`config.mk`:
```
export PLATFORM = sky130hd
export DESIGN_NAME = seq_addsub32
export DESIGN_NICKNAME = d
export VERILOG_FILES = /design/src/rtl/kgp_alu_pkg.sv /design/src/rtl/CLA_16bit_withLCU.sv /design/src/rtl/seq_addsub32.sv
export SDC_FILE = /design/constraint.sdc
export NUM_CORES = 1
export LEC_CHECK = 0
export ABC_CLOCK_PERIOD_IN_PS = 5230
export CAP_MARGIN = 20
export CORE_UTILIZATION = 40
export CTS_BUF_LIST = sky130_fd_sc_hd__clkbuf_8
export DETAILED_ROUTE_END_ITERATION = 10
export GPL_TIMING_DRIVEN = 0
export PLACE_DENSITY = 0.68
export SLEW_MARGIN = 20
export SYNTH_ARGS = -nofsm -noshare
export SYNTH_HDL_FRONTEND = slang
export SYNTH_SLANG_ARGS = --single-unit
```
`constraint.sdc`:
```
create_clock -name clk -period 5.23 [get_ports clk]
set_input_delay 1.046 -clock clk [delete_from_list [all_inputs] [get_ports clk]]
set_output_delay 1.046 -clock clk [all_outputs]
set_load 0.005 [all_outputs]
```
`src/rtl/kgp_alu_pkg.sv`:
```
// Shared constants for the KGP-RISC ALU path: opcode encodings and the add/sub sequencer states.
package kgp_alu_pkg;

  localparam logic OP_ADD = 1'b0;
  localparam logic OP_SUB = 1'b1;

  typedef enum logic [1:0] {
    S_IDLE = 2'd0,
    S_LOW  = 2'd1,
    S_HIGH = 2'd2
  } state_e;

endpackage

```
`src/rtl/CLA_16bit_withLCU.sv`:
```
// 16-bit carry-lookahead adder: four 4-bit lookahead groups joined by a lookahead carry unit.
module CLA_16bit_withLCU (
  input  logic [15:0] in1,
  input  logic [15:0] in2,
  input  logic        c_in,
  output logic [15:0] sum,
  output logic        c_out
);

  logic [15:0] gen, prop, carry;
  logic [3:0]  grp_g, grp_p;
  logic [4:0]  grp_c;

  assign gen  = in1 & in2;
  assign prop = in1 ^ in2;

  always_comb begin
    for (int i = 0; i < 4; i++) begin
      grp_g[i] = gen[4*i+3]
               | (prop[4*i+3] & gen[4*i+2])
               | (prop[4*i+3] & prop[4*i+2] & gen[4*i+1])
               | (prop[4*i+3] & prop[4*i+2] & prop[4*i+1] & gen[4*i]);
      grp_p[i] = &prop[4*i +: 4];
    end
  end

  // Group carries from the LCU; bit carries are then resolved inside each group.
  always_comb begin
    grp_c    = '0;
    grp_c[0] = c_in;
    for (int i = 0; i < 4; i++) begin
      grp_c[i+1] = grp_g[i] | (grp_p[i] & grp_c[i]);
    end
  end

  always_comb begin
    carry = '0;
    for (int i = 0; i < 4; i++) begin
      carry[4*i] = grp_c[i];
      for (int k = 1; k < 4; k++) begin
        carry[4*i+k] = gen[4*i+k-1] | (prop[4*i+k-1] & carry[4*i+k-1]);
      end
    end
  end

  assign sum   = prop ^ carry;
  assign c_out = grp_c[4];

endmodule

```
`src/rtl/seq_addsub32.sv`:
```
// Two-pass 32-bit add/subtract: one shared 16-bit CLA computes the low half, then the high half.
module seq_addsub32
  import kgp_alu_pkg::*;
#(
  parameter int unsigned WIDTH = 32
) (
  input  logic             clk,
  input  logic             rst,
  input  logic             start,
  input  logic             op,
  input  logic [WIDTH-1:0] a,
  input  logic [WIDTH-1:0] b,
  output logic             busy,
  output logic             done,
  output logic [WIDTH-1:0] result,
  output logic             carry,
  output logic             overflow,
  output logic             zero
);

  localparam int unsigned Half = WIDTH / 2;

  state_e           state_q, state_d;
  logic [WIDTH-1:0] op_a_q, op_a_d, op_b_q, op_b_d;
  logic             op_q, op_d;
  logic [Half-1:0]  sum_lo_q, sum_lo_d;
  logic             c_mid_q, c_mid_d;
  logic [WIDTH-1:0] result_q, result_d;
  logic             carry_q, carry_d, overflow_q, overflow_d, zero_q, zero_d, done_q, done_d;

  logic [Half-1:0]  add_in1, add_in2, add_sum;
  logic             add_cin, add_cout;

  // Operand-side mux picks the half being processed this cycle.
  always_comb begin
    if (state_q == S_HIGH) begin
      add_in1 = op_a_q[WIDTH-1:Half];
      add_in2 = op_b_q[WIDTH-1:Half];
      add_cin = c_mid_q;
    end else begin
      add_in1 = op_a_q[Half-1:0];
      add_in2 = op_b_q[Half-1:0];
      add_cin = op_q;
    end
  end

  CLA_16bit_withLCU u_cla (
    .in1   (add_in1),
    .in2   (add_in2),
    .c_in  (add_cin),
    .sum   (add_sum),
    .c_out (add_cout)
  );

  always_comb begin
    state_d    = state_q;
    op_a_d     = op_a_q;
    op_b_d     = op_b_q;
    op_d       = op_q;
    sum_lo_d   = sum_lo_q;
    c_mid_d    = c_mid_q;
    result_d   = result_q;
    carry_d    = carry_q;
    overflow_d = overflow_q;
    zero_d     = zero_q;
    done_d     = 1'b0;
    unique case (state_q)
      S_IDLE: begin
        if (start) begin
          op_a_d  = a;
          op_b_d  = (op == OP_SUB) ? ~b : b;
          op_d    = op;
          state_d = S_LOW;
        end
      end
      S_LOW: begin
        sum_lo_d = add_sum;
        c_mid_d  = add_cout;
        state_d  = S_HIGH;
      end
      S_HIGH: begin
        result_d   = {add_sum, sum_lo_q};
        carry_d    = add_cout;
        overflow_d = (op_a_q[WIDTH-1] == op_b_q[WIDTH-1]) &&
                     (add_sum[Half-1] != op_a_q[WIDTH-1]);
        zero_d     = ({add_sum, sum_lo_q} == '0);
        done_d     = 1'b1;
        state_d    = S_IDLE;
      end
      default: state_d = S_IDLE;
    endcase
  end

  always_ff @(posedge clk) begin
    if (!rst) begin
      state_q    <= S_IDLE;
      op_a_q     <= '0;
      op_b_q     <= '0;
      op_q       <= 1'b0;
      sum_lo_q   <= '0;
      c_mid_q    <= 1'b0;
      result_q   <= '0;
      carry_q    <= 1'b0;
      overflow_q <= 1'b0;
      zero_q     <= 1'b1;
      done_q     <= 1'b0;
    end else begin
      state_q    <= state_d;
      op_a_q     <= op_a_d;
      op_b_q     <= op_b_d;
      op_q       <= op_d;
      sum_lo_q   <= sum_lo_d;
      c_mid_q    <= c_mid_d;
      result_q   <= result_d;
      carry_q    <= carry_d;
      overflow_q <= overflow_d;
      zero_q     <= zero_d;
      done_q     <= done_d;
    end
  end

  assign busy     = (state_q != S_IDLE);
  assign done     = done_q;
  assign result   = result_q;
  assign carry    = carry_q;
  assign overflow = overflow_q;
  assign zero     = zero_q;

endmodule

```
==> results.ini <==
[pwr]
switching_power_mw = 0.641
swShare_pct = 26.6
power_density_mw_per_mm2 = 317
power.share.clock_pct = 42.1
pwr-share-comb_pct = 16.2
p_seq_share_pct = 41.7
ir_drop_v = 0.000199
p_leak_nw = 3.44
p_int_mw = 1.77

[timing]
min_period_over_period_pct = 92.7
worstMarginPinSlew_ns = 0.687
fin_crit_ns = 4.85
finalSetupViolCount = 0
hold_viol = 0
rsz0062_at_grt = no
fmax_mhz = 206
clock_skew_ns = 0.0119
holdWs_ns = 0.464
slew_violations = 0
max_slew_margin_pct = 54.2
fin_setup_tns_ns = 0

[worst_setup_path]
crit_path_end_kind = register
path_buf_inv = 3
regToRegEndpoint = overflow
critical_path_peak_fanout = 10
rr_worst_depth = 18
r2r_start = state_q[1]
crit_type = reg2reg
cp.required_ns = 5.63
cp-start-kind = register
r2r_setup_slack_ns = 0.38
slowest_delay_ns = 0.48
crit_chain = nor2b_1, buf_2, buf_2, buf_2, nand2_1, nand2_1, ha_1, nand4_1, o21ai_0, o21a_1, nor2_2, fa_1, fa_1, fa_1, xnor2_1, nand2_1, o211ai_1, o211a_1
crit_slowest_cell = fa_1
arrival_ns = 5.25
crit_family = adder cells

[clock_network]
cts_made_buffers = 17
clk_latency_ns = 0.45
htreeDepth = 4
post_cts_buffers = 0
clk_pin_slew_ns = 0.07
postCtsHoldBufs = 0
clock_path_buffers = 2
cts_resized = 0
cts_tree = yes
cts_root_buffer = clkbuf_8
cts_num_sinks = 120

[route]
drc = 0
vias = 5090
avgRoutedWirePerCell_um = 15.8
ant_nets = 0
drt-total-wl_um = 16000
drt_iter0_markers = 386
via_per_inst = 5.05
drtPass1Iterations = 6

[placed_design]
dpl_cell_area_mm2 = 0.00711
place_hpwl_um = 12500
routabilityCongestion = 0.867
io_buffer_count = 102
dp.cells = 976

[global_route]
antenna_found_initial = 1
grt_pass1_vias = 5067
grt_start_max_net_pins = 17
grt-ovfl-total = 0
grt_usage_pct = 22.8
grt_pass1_wl_um = 25600

[logic_synthesis]
synth_ff_type = dfxtp_1
yosys.area.top_type = dfxtp_1
synth_edf_count = 0
synth-seq-cells = 120
synth.avg_cell_area_um2 = 8.45
ys_seq_area_share_pct = 41.0
syn-num-nets = 790
syn_inst = 694
synth_top_area_share_pct = 41.0
ys_types = 38
synthesis.area_mm2 = 0.00586
yosysWarnings = 0
synth_area_leaders = dfxtp_1 41%, nand2_1 17%, o211a_1 8.4%
synthArstFlopShare_pct = 0

[die]
placeableCoreArea_mm2 = 0.0141
start_util_pct = 41.6
die_x_um = 123
rows = 43
die_area_mm2 = 0.0151
ios = 105
die_y_um = 123

[job]
cap_viol_max_count = 0

[hold_path]
hold_class = reg2reg
min_path_cells = 2
hold_end = result[7]
hp-start = result[7]

[finish]
final_cell_area_mm2 = 0.00759
diodes = 0
syn2layout_area_growth_pct = 29.5
stdcell_count = 1008
layout.nets = 911
drive_above_1_share_pct = 7.13

[run_status]
status = complete, no violations

area by class of cell:
class                           count  area, um^2
Fill cell                        1343        6500
Multi-Input combinational cell    505        3150
Sequential cell                   120        2400
Timing Repair Buffer              102        1020
Clock inverter                     15         250
Buffer                             50         236
Clock buffer                       17         234
Tap cell                          180         225
Inverter                           19        71.3
placed cells by master (no fill, tap or decap), types with 2 or more instances in the layout:
cell / count
fa_1: 12
nand3_1: 3
dfxtp_1: 120
o211a_1: 49
nor4_1: 5
nor2b_1: 2
bufinv_16: 6
mux2i_1: 5
buf_6: 2
xnor2_1: 36
a21boi_0: 65
nand4b_1: 2
and2_1: 3
nor2_1: 4
clkdlybuf4s50_1: 102
clkbuf_1: 26
nand2_1: 272
o21a_1: 2
clkinv_2: 2
a21oi_1: 6
nor4b_1: 2
clkinv_4: 5
buf_2: 18
clkbuf_8: 17
buf_4: 3
ha_1: 16
o21ai_0: 5
nand4_1: 2
inv_1: 19
a31oi_1: 2
layer usage:
metal	vias up	share of wire [%]	global-route usage (%)
met3	25	5.0	5.03
li1	2524	-	-
met2	142	48	38.4
met4	0	2.5	9.19
met1	2399	44	28.2
met5	-	0	0
per-stage QoR:
step	setup slack (ns)	utilization, %	power (mW)
after detailed placement	0.417	50.4	1.42
after global routing	0.0266	53.9	2.52
after CTS	0.370	53.9	2.43
final	0.384	53.9	2.41
after floorplan	1.10	-	1.25
after global placement	0.400	50.4	1.41
worst max path at each step:
stage               startpoint       end  slack (ns)  cells after the start
global route        state_q[1]  overflow        0.03                     18
detailed placement  state_q[1]  overflow        0.42                     17
floorplan           state_q[1]      zero        1.10                     19
global placement    state_q[1]      zero        0.40                     17
CTS                 state_q[1]  overflow        0.37                     18
finish              state_q[1]  overflow        0.38                     18
sequential cells by signal, indices dropped and copies added (netlist names):
signal    count
result       32
zero          1
op_b_q       32
c_mid_q       1
op_q          1
done          1
op_a_q       32
sum_lo_q     16
state_q       2
overflow      1
carry         1
power by group through the flow:
stage                     sequential, mW  combinational, mW  clock, mW
after floorplan                     1.01              0.240          0
after global placement              1.02              0.382          0
after detailed placement            1.03              0.391          0
after CTS                           1.00              0.392       1.03
after global routing                1.01              0.434       1.07
final                               1.01              0.392       1.01
tightest hold or removal path, stage by stage, from the launching register on:
cell	delay (ns)
dfxtp_1	0.31
nand2_1	0.05
a21boi_0	0.06
cells in the mapped netlist (2+ instances only):
cell,n
nor4b_1,2
xnor2_1,36
buf_2,18
dfxtp_1,120
mux2i_1,5
fa_1,12
nor4_1,5
a21oi_1,6
and2_1,3
inv_1,19
o21ai_0,5
nand4b_1,2
a31oi_1,2
clkbuf_1,26
nand3_1,3
ha_1,16
o211a_1,49
nand4_1,2
nor2_1,4
nor2b_1,2
buf_6,2
buf_4,3
nand2_1,272
o21a_1,2
a21boi_0,65
kinds of logic (layout without fill, tap and decap cells):
| group | after synthesis | after routing | synth area share [%] |
|---|---|---|---|
| buffers and inverters | 69 | 203 | 5.25 |
| DFF | 120 | 120 | 41.0 |
| xor gates and xnor gates | 36 | 36 | 5.38 |
| AOI/OAI and AO/OA | 134 | 134 | 19.2 |
| adders and majority gates | 28 | 28 | 7.51 |
| and+or+nand+nor | 302 | 302 | 20.9 |
| muxes | 5 | 5 | 0.854 |
Note: power is estimated with default switching activity, not from simulation.
==> patch 1, RTL diff (config.mk and constraints unchanged) <==
Take the reset off `op_a_q` and load it in a clocked block of its own.
--- a/src/rtl/seq_addsub32.sv
+++ b/src/rtl/seq_addsub32.sv
@@ -96,3 +96,2 @@
       state_q    <= S_IDLE;
-      op_a_q     <= '0;
       op_b_q     <= '0;
@@ -108,3 +107,2 @@
       state_q    <= state_d;
-      op_a_q     <= op_a_d;
       op_b_q     <= op_b_d;
@@ -121,2 +119,6 @@
 
+  always_ff @(posedge clk) begin
+    op_a_q <= op_a_d;
+  end
+
   assign busy     = (state_q != S_IDLE);
Behaviour: no difference found for any inputs over 10 cycles, from zero or initial values and one cycle with rst low; that may be too few to reach the edited logic, so the function may still have changed.
==> patch 1 against the original RTL <==
Sequential cell count did not move. Area after synthesis down 3.5%. Power shrank 1.4%. Setup slack better by 0.067 ns. Cell area fell by 3.2%. Wire length decreased by 12%. Utilization is 0.72 points lower. Critical endpoint is now zero. Highest routed layer unchanged.
==> patch 1: results (changes against the original RTL) <==
* Clock buf/inv share at 0.0593 (was 0.0638)
* Vias in the first global route at 4621 (was 5067)
* Syn nets at 682 (was 790)
* Clkbuf count at 23 (was 17)
* Met2 usage at 0.344 (was 0.384)
* Dpl hpwl at 10.8 mm (was 12.5 mm)
* Number of flops mapped to enable cells by yosys at 32 (was 0)
* # nets final at 803 (was 911)
* Fraction of area in multi-input gates at 0.364 (was 0.415)
* Share of layout cells above drive strength 1 at 0.0792 (was 0.0713)
* Filler cells at 1248 (was 1343)
* Register area at 0.00272 mm^2 (was 0.00240 mm^2)
* Placer Congestion at 0.842 (was 0.867)
* Met2 wire len at 6.70 mm (was 7.69 mm)
* Comb power frac at 0.181 (was 0.162)
* Max stage delay on crit path at 0.61 ns (was 0.48 ns)
* Synth top area cells: dfxtp_1 31%, edfxtp_1 17%, nand2_1 14% (was dfxtp_1 41%, nand2_1 17%, o211a_1 8.4%)
* Switching share of power at 0.259 (was 0.266)
* CP arrival at 5.17 ns (was 5.25 ns)
* Top post-synthesis cells by count: 205 x nand2_1, 88 x dfxtp_1, 49 x o211a_1 (was 272 x nand2_1, 120 x dfxtp_1, 65 x a21boi_0)
* Initial antenna violation count at 0 (was 1)
* Outcome: completed (unchanged)
* Final worst path period share at 0.914 (was 0.927)
* Peak VDD IR at 239 uV (was 199 uV)
* #MultiIn Comb at 407 (was 505)
* First-pass GRT wire length at 23.1 mm (was 25.6 mm)
* Final Hold Slack at 0.465 ns (was 0.464 ns)
* Register area share after synthesis at 0.481 (was 0.410)
* GRT Total Usage at 0.210 (was 0.228)
* Vias per cell at 4.97 (was 5.05)
* Largest net degree at the start of global routing at 42 (was 17)
* Drt initial violations at 261 (was 386)
patch 1: cells by family (layout without fill, tap and decap cells):
family,count (synthesis),after routing,synth area share
and+or+nand+nor,236,236,0.172
DFF,120,120,0.481
AOI/OAI and AO/OA,101,101,0.155
buffers and inverters,59,193,0.0475
xor gates and xnor gates,36,36,0.0557
adders and majority gates,28,28,0.0778
muxes,6,6,0.0106
patch 1: path summary, 6_finish.rpt:
kind	to	cells past startpoint	from
worst min register to register	result[21]	2	result[21]
worst min-delay path	result[21]	2	result[21]
worst max-delay path	zero	19	state_q[1]
worst max register to register	zero	19	state_q[1]
patch 1: metrics by stage:
step,instance area (um^2),utilization,std cells
2_1_floorplan,5660,-,586
3_3_place_gp,6910,0.499,868
3_5_place_dp,6910,0.499,868
4_1_cts,7340,0.531,900
5_1_grt,7350,0.531,900
6_report,7350,0.531,900
patch 1: tightest hold or removal path: cells and delay by family (launching register included):
kind | cells | cell delay [ns]
flops | 1 | 0.31
simple gates | 1 | 0.05
compound gates | 1 | 0.06
==> patch 2, RTL diff (same settings) <==
Without the edit above. Encoding of `state_e`: now one-hot (3 bits for 3 states).
--- a/src/rtl/kgp_alu_pkg.sv
+++ b/src/rtl/kgp_alu_pkg.sv
@@ -6,6 +6,6 @@
 
-  typedef enum logic [1:0] {
-    S_IDLE = 2'd0,
-    S_LOW  = 2'd1,
-    S_HIGH = 2'd2
+  typedef enum logic [2:0] {
+    S_IDLE = 3'b001,
+    S_LOW  = 3'b010,
+    S_HIGH = 3'b100
   } state_e;
Check against the original RTL: no difference found for any inputs over 10 cycles, from zero or initial values and one cycle with rst low; not proved beyond that.
==> patch 2 against the original RTL <==
Wire length decreased by 1.5%. Maximum frequency decreased by 0.92%. Sequential share of layout area increased by 0.50 points. Setup slack got worse by 0.045 ns. Sequential cell count increased by 1. Utilization decreased by 0.19 points. Critical path depth increased by 2. Via count increased by 0.94%. Power decreased by 8.6%. Combinational power decreased by 13%. Cell area decreased by 0.74%. Area after synthesis decreased by 0.49%.
==> patch 2: results (changes against the original RTL) <==
* Outcome: completed (unchanged)
* Static Leakage at 3.43 nW (was 3.44 nW)
* Synth top area cells: dfxtp_1 42%, nand2_1 18%, o211a_1 8.6% (was dfxtp_1 41%, nand2_1 17%, o211a_1 8.4%)
* Vias in the first global route at 4993 (was 5067)
* GRT met1 Usage at 0.288 (was 0.282)
* Synth Area in XOR/XNOR at 0.0541 (was 0.0538)
* DRT Pass-1 Iters at 5 (was 6)
* Clk_skew at 0.0112 ns (was 0.0119 ns)
* Worst path top cell family by delay: simple AND/OR/NAND/NOR gates (was adder cells)
* Compound-Gate Fraction of Synth Area at 0.191 (was 0.192)
* Cell variety after synth at 33 (was 38)
* Peak VDD IR at 219 uV (was 199 uV)
* Drt initial violations at 334 (was 386)
* Metal3 WL at 806 um (was 805 um)
* Fmax at 204 MHz (was 206 MHz)
* Filler cells at 1316 (was 1343)
* Critical Path Sink: zero (was overflow)
* CTS resizes at 3 (was 0)
* Placed cell areas at 0.00708 mm^2 (was 0.00711 mm^2)
* Dpl hpwl at 12.2 mm (was 12.5 mm)
* Met2 wire len at 7.27 mm (was 7.69 mm)
* Max stage delay on crit path at 0.62 ns (was 0.48 ns)
* Wirelength, routed at 15.7 mm (was 16.0 mm)
* Mux cell area share after synthesis at 0.0112 (was 0.00854)
* Worst-Margin Slew at 0.663 ns (was 0.687 ns)
* Hold Path Sink: op_q (was result[7])
* Final Hold Slack at 0.465 ns (was 0.464 ns)
* Placed Cells at 975 (was 976)
* Worst reg2reg setup slack at 0.34 ns (was 0.38 ns)
* WL per Instance at 15.6 um (was 15.8 um)
* Placer Congestion at 0.832 (was 0.867)
* Hold path start: op_q (was result[7])
* # nets final at 913 (was 911)
* First-pass GRT wire length at 25.0 mm (was 25.6 mm)
* Syn nets at 789 (was 790)
* Share of layout cells above drive strength 1 at 0.0700 (was 0.0713)
* Met2 usage at 0.363 (was 0.384)
* Switching share of power at 0.262 (was 0.266)
* Routed via count at 5138 (was 5090)
* Synth warn at 0 (unchanged)
* Top post-synthesis cells by count: 272 x nand2_1, 121 x dfxtp_1, 65 x a21boi_0 (was 272 x nand2_1, 120 x dfxtp_1, 65 x a21boi_0)
* R2R depth at 20 (was 18)
* GRT Total Usage at 0.223 (was 0.228)
* Clock Latency Late Sink at 0.43 ns (was 0.45 ns)
* CP arrival at 5.26 ns (was 5.25 ns)
patch 2: changes by cell type in the layout (fill, tap and decap cells not counted), sizes merged, moves of 3 or more:
cell	unedited run	this run
nor2	5	8
clkinv	7	3
bufinv	6	3
clkbuf	43	50
buf	24	20
inv	20	23
patch 2: layout make-up:
cell class,count,area (um^2),share of cell area
clock buffers,20,275,0.0365
flip-flops and latches,121,2420,0.321
multi-input cells,506,3160,0.419
plain buffers,46,204,0.0271
well taps,180,225,0.0299
repair buffers,106,1050,0.139
inverters,19,71.3,0.00946
clock inverters,11,131,0.0174
patch 2: power by group through the flow:
| stage | clock network (W) | registers [W] | logic [W] |
|---|---|---|---|
| after floorplan | 0 | 0.00101 | 0.000213 |
| after CTS | 0.000871 | 0.000998 | 0.000343 |
| after global routing | 0.000919 | 0.00100 | 0.000380 |
| after detailed placement | 0 | 0.00102 | 0.000341 |
| final | 0.000862 | 0.000999 | 0.000343 |
| after global placement | 0 | 0.00102 | 0.000334 |
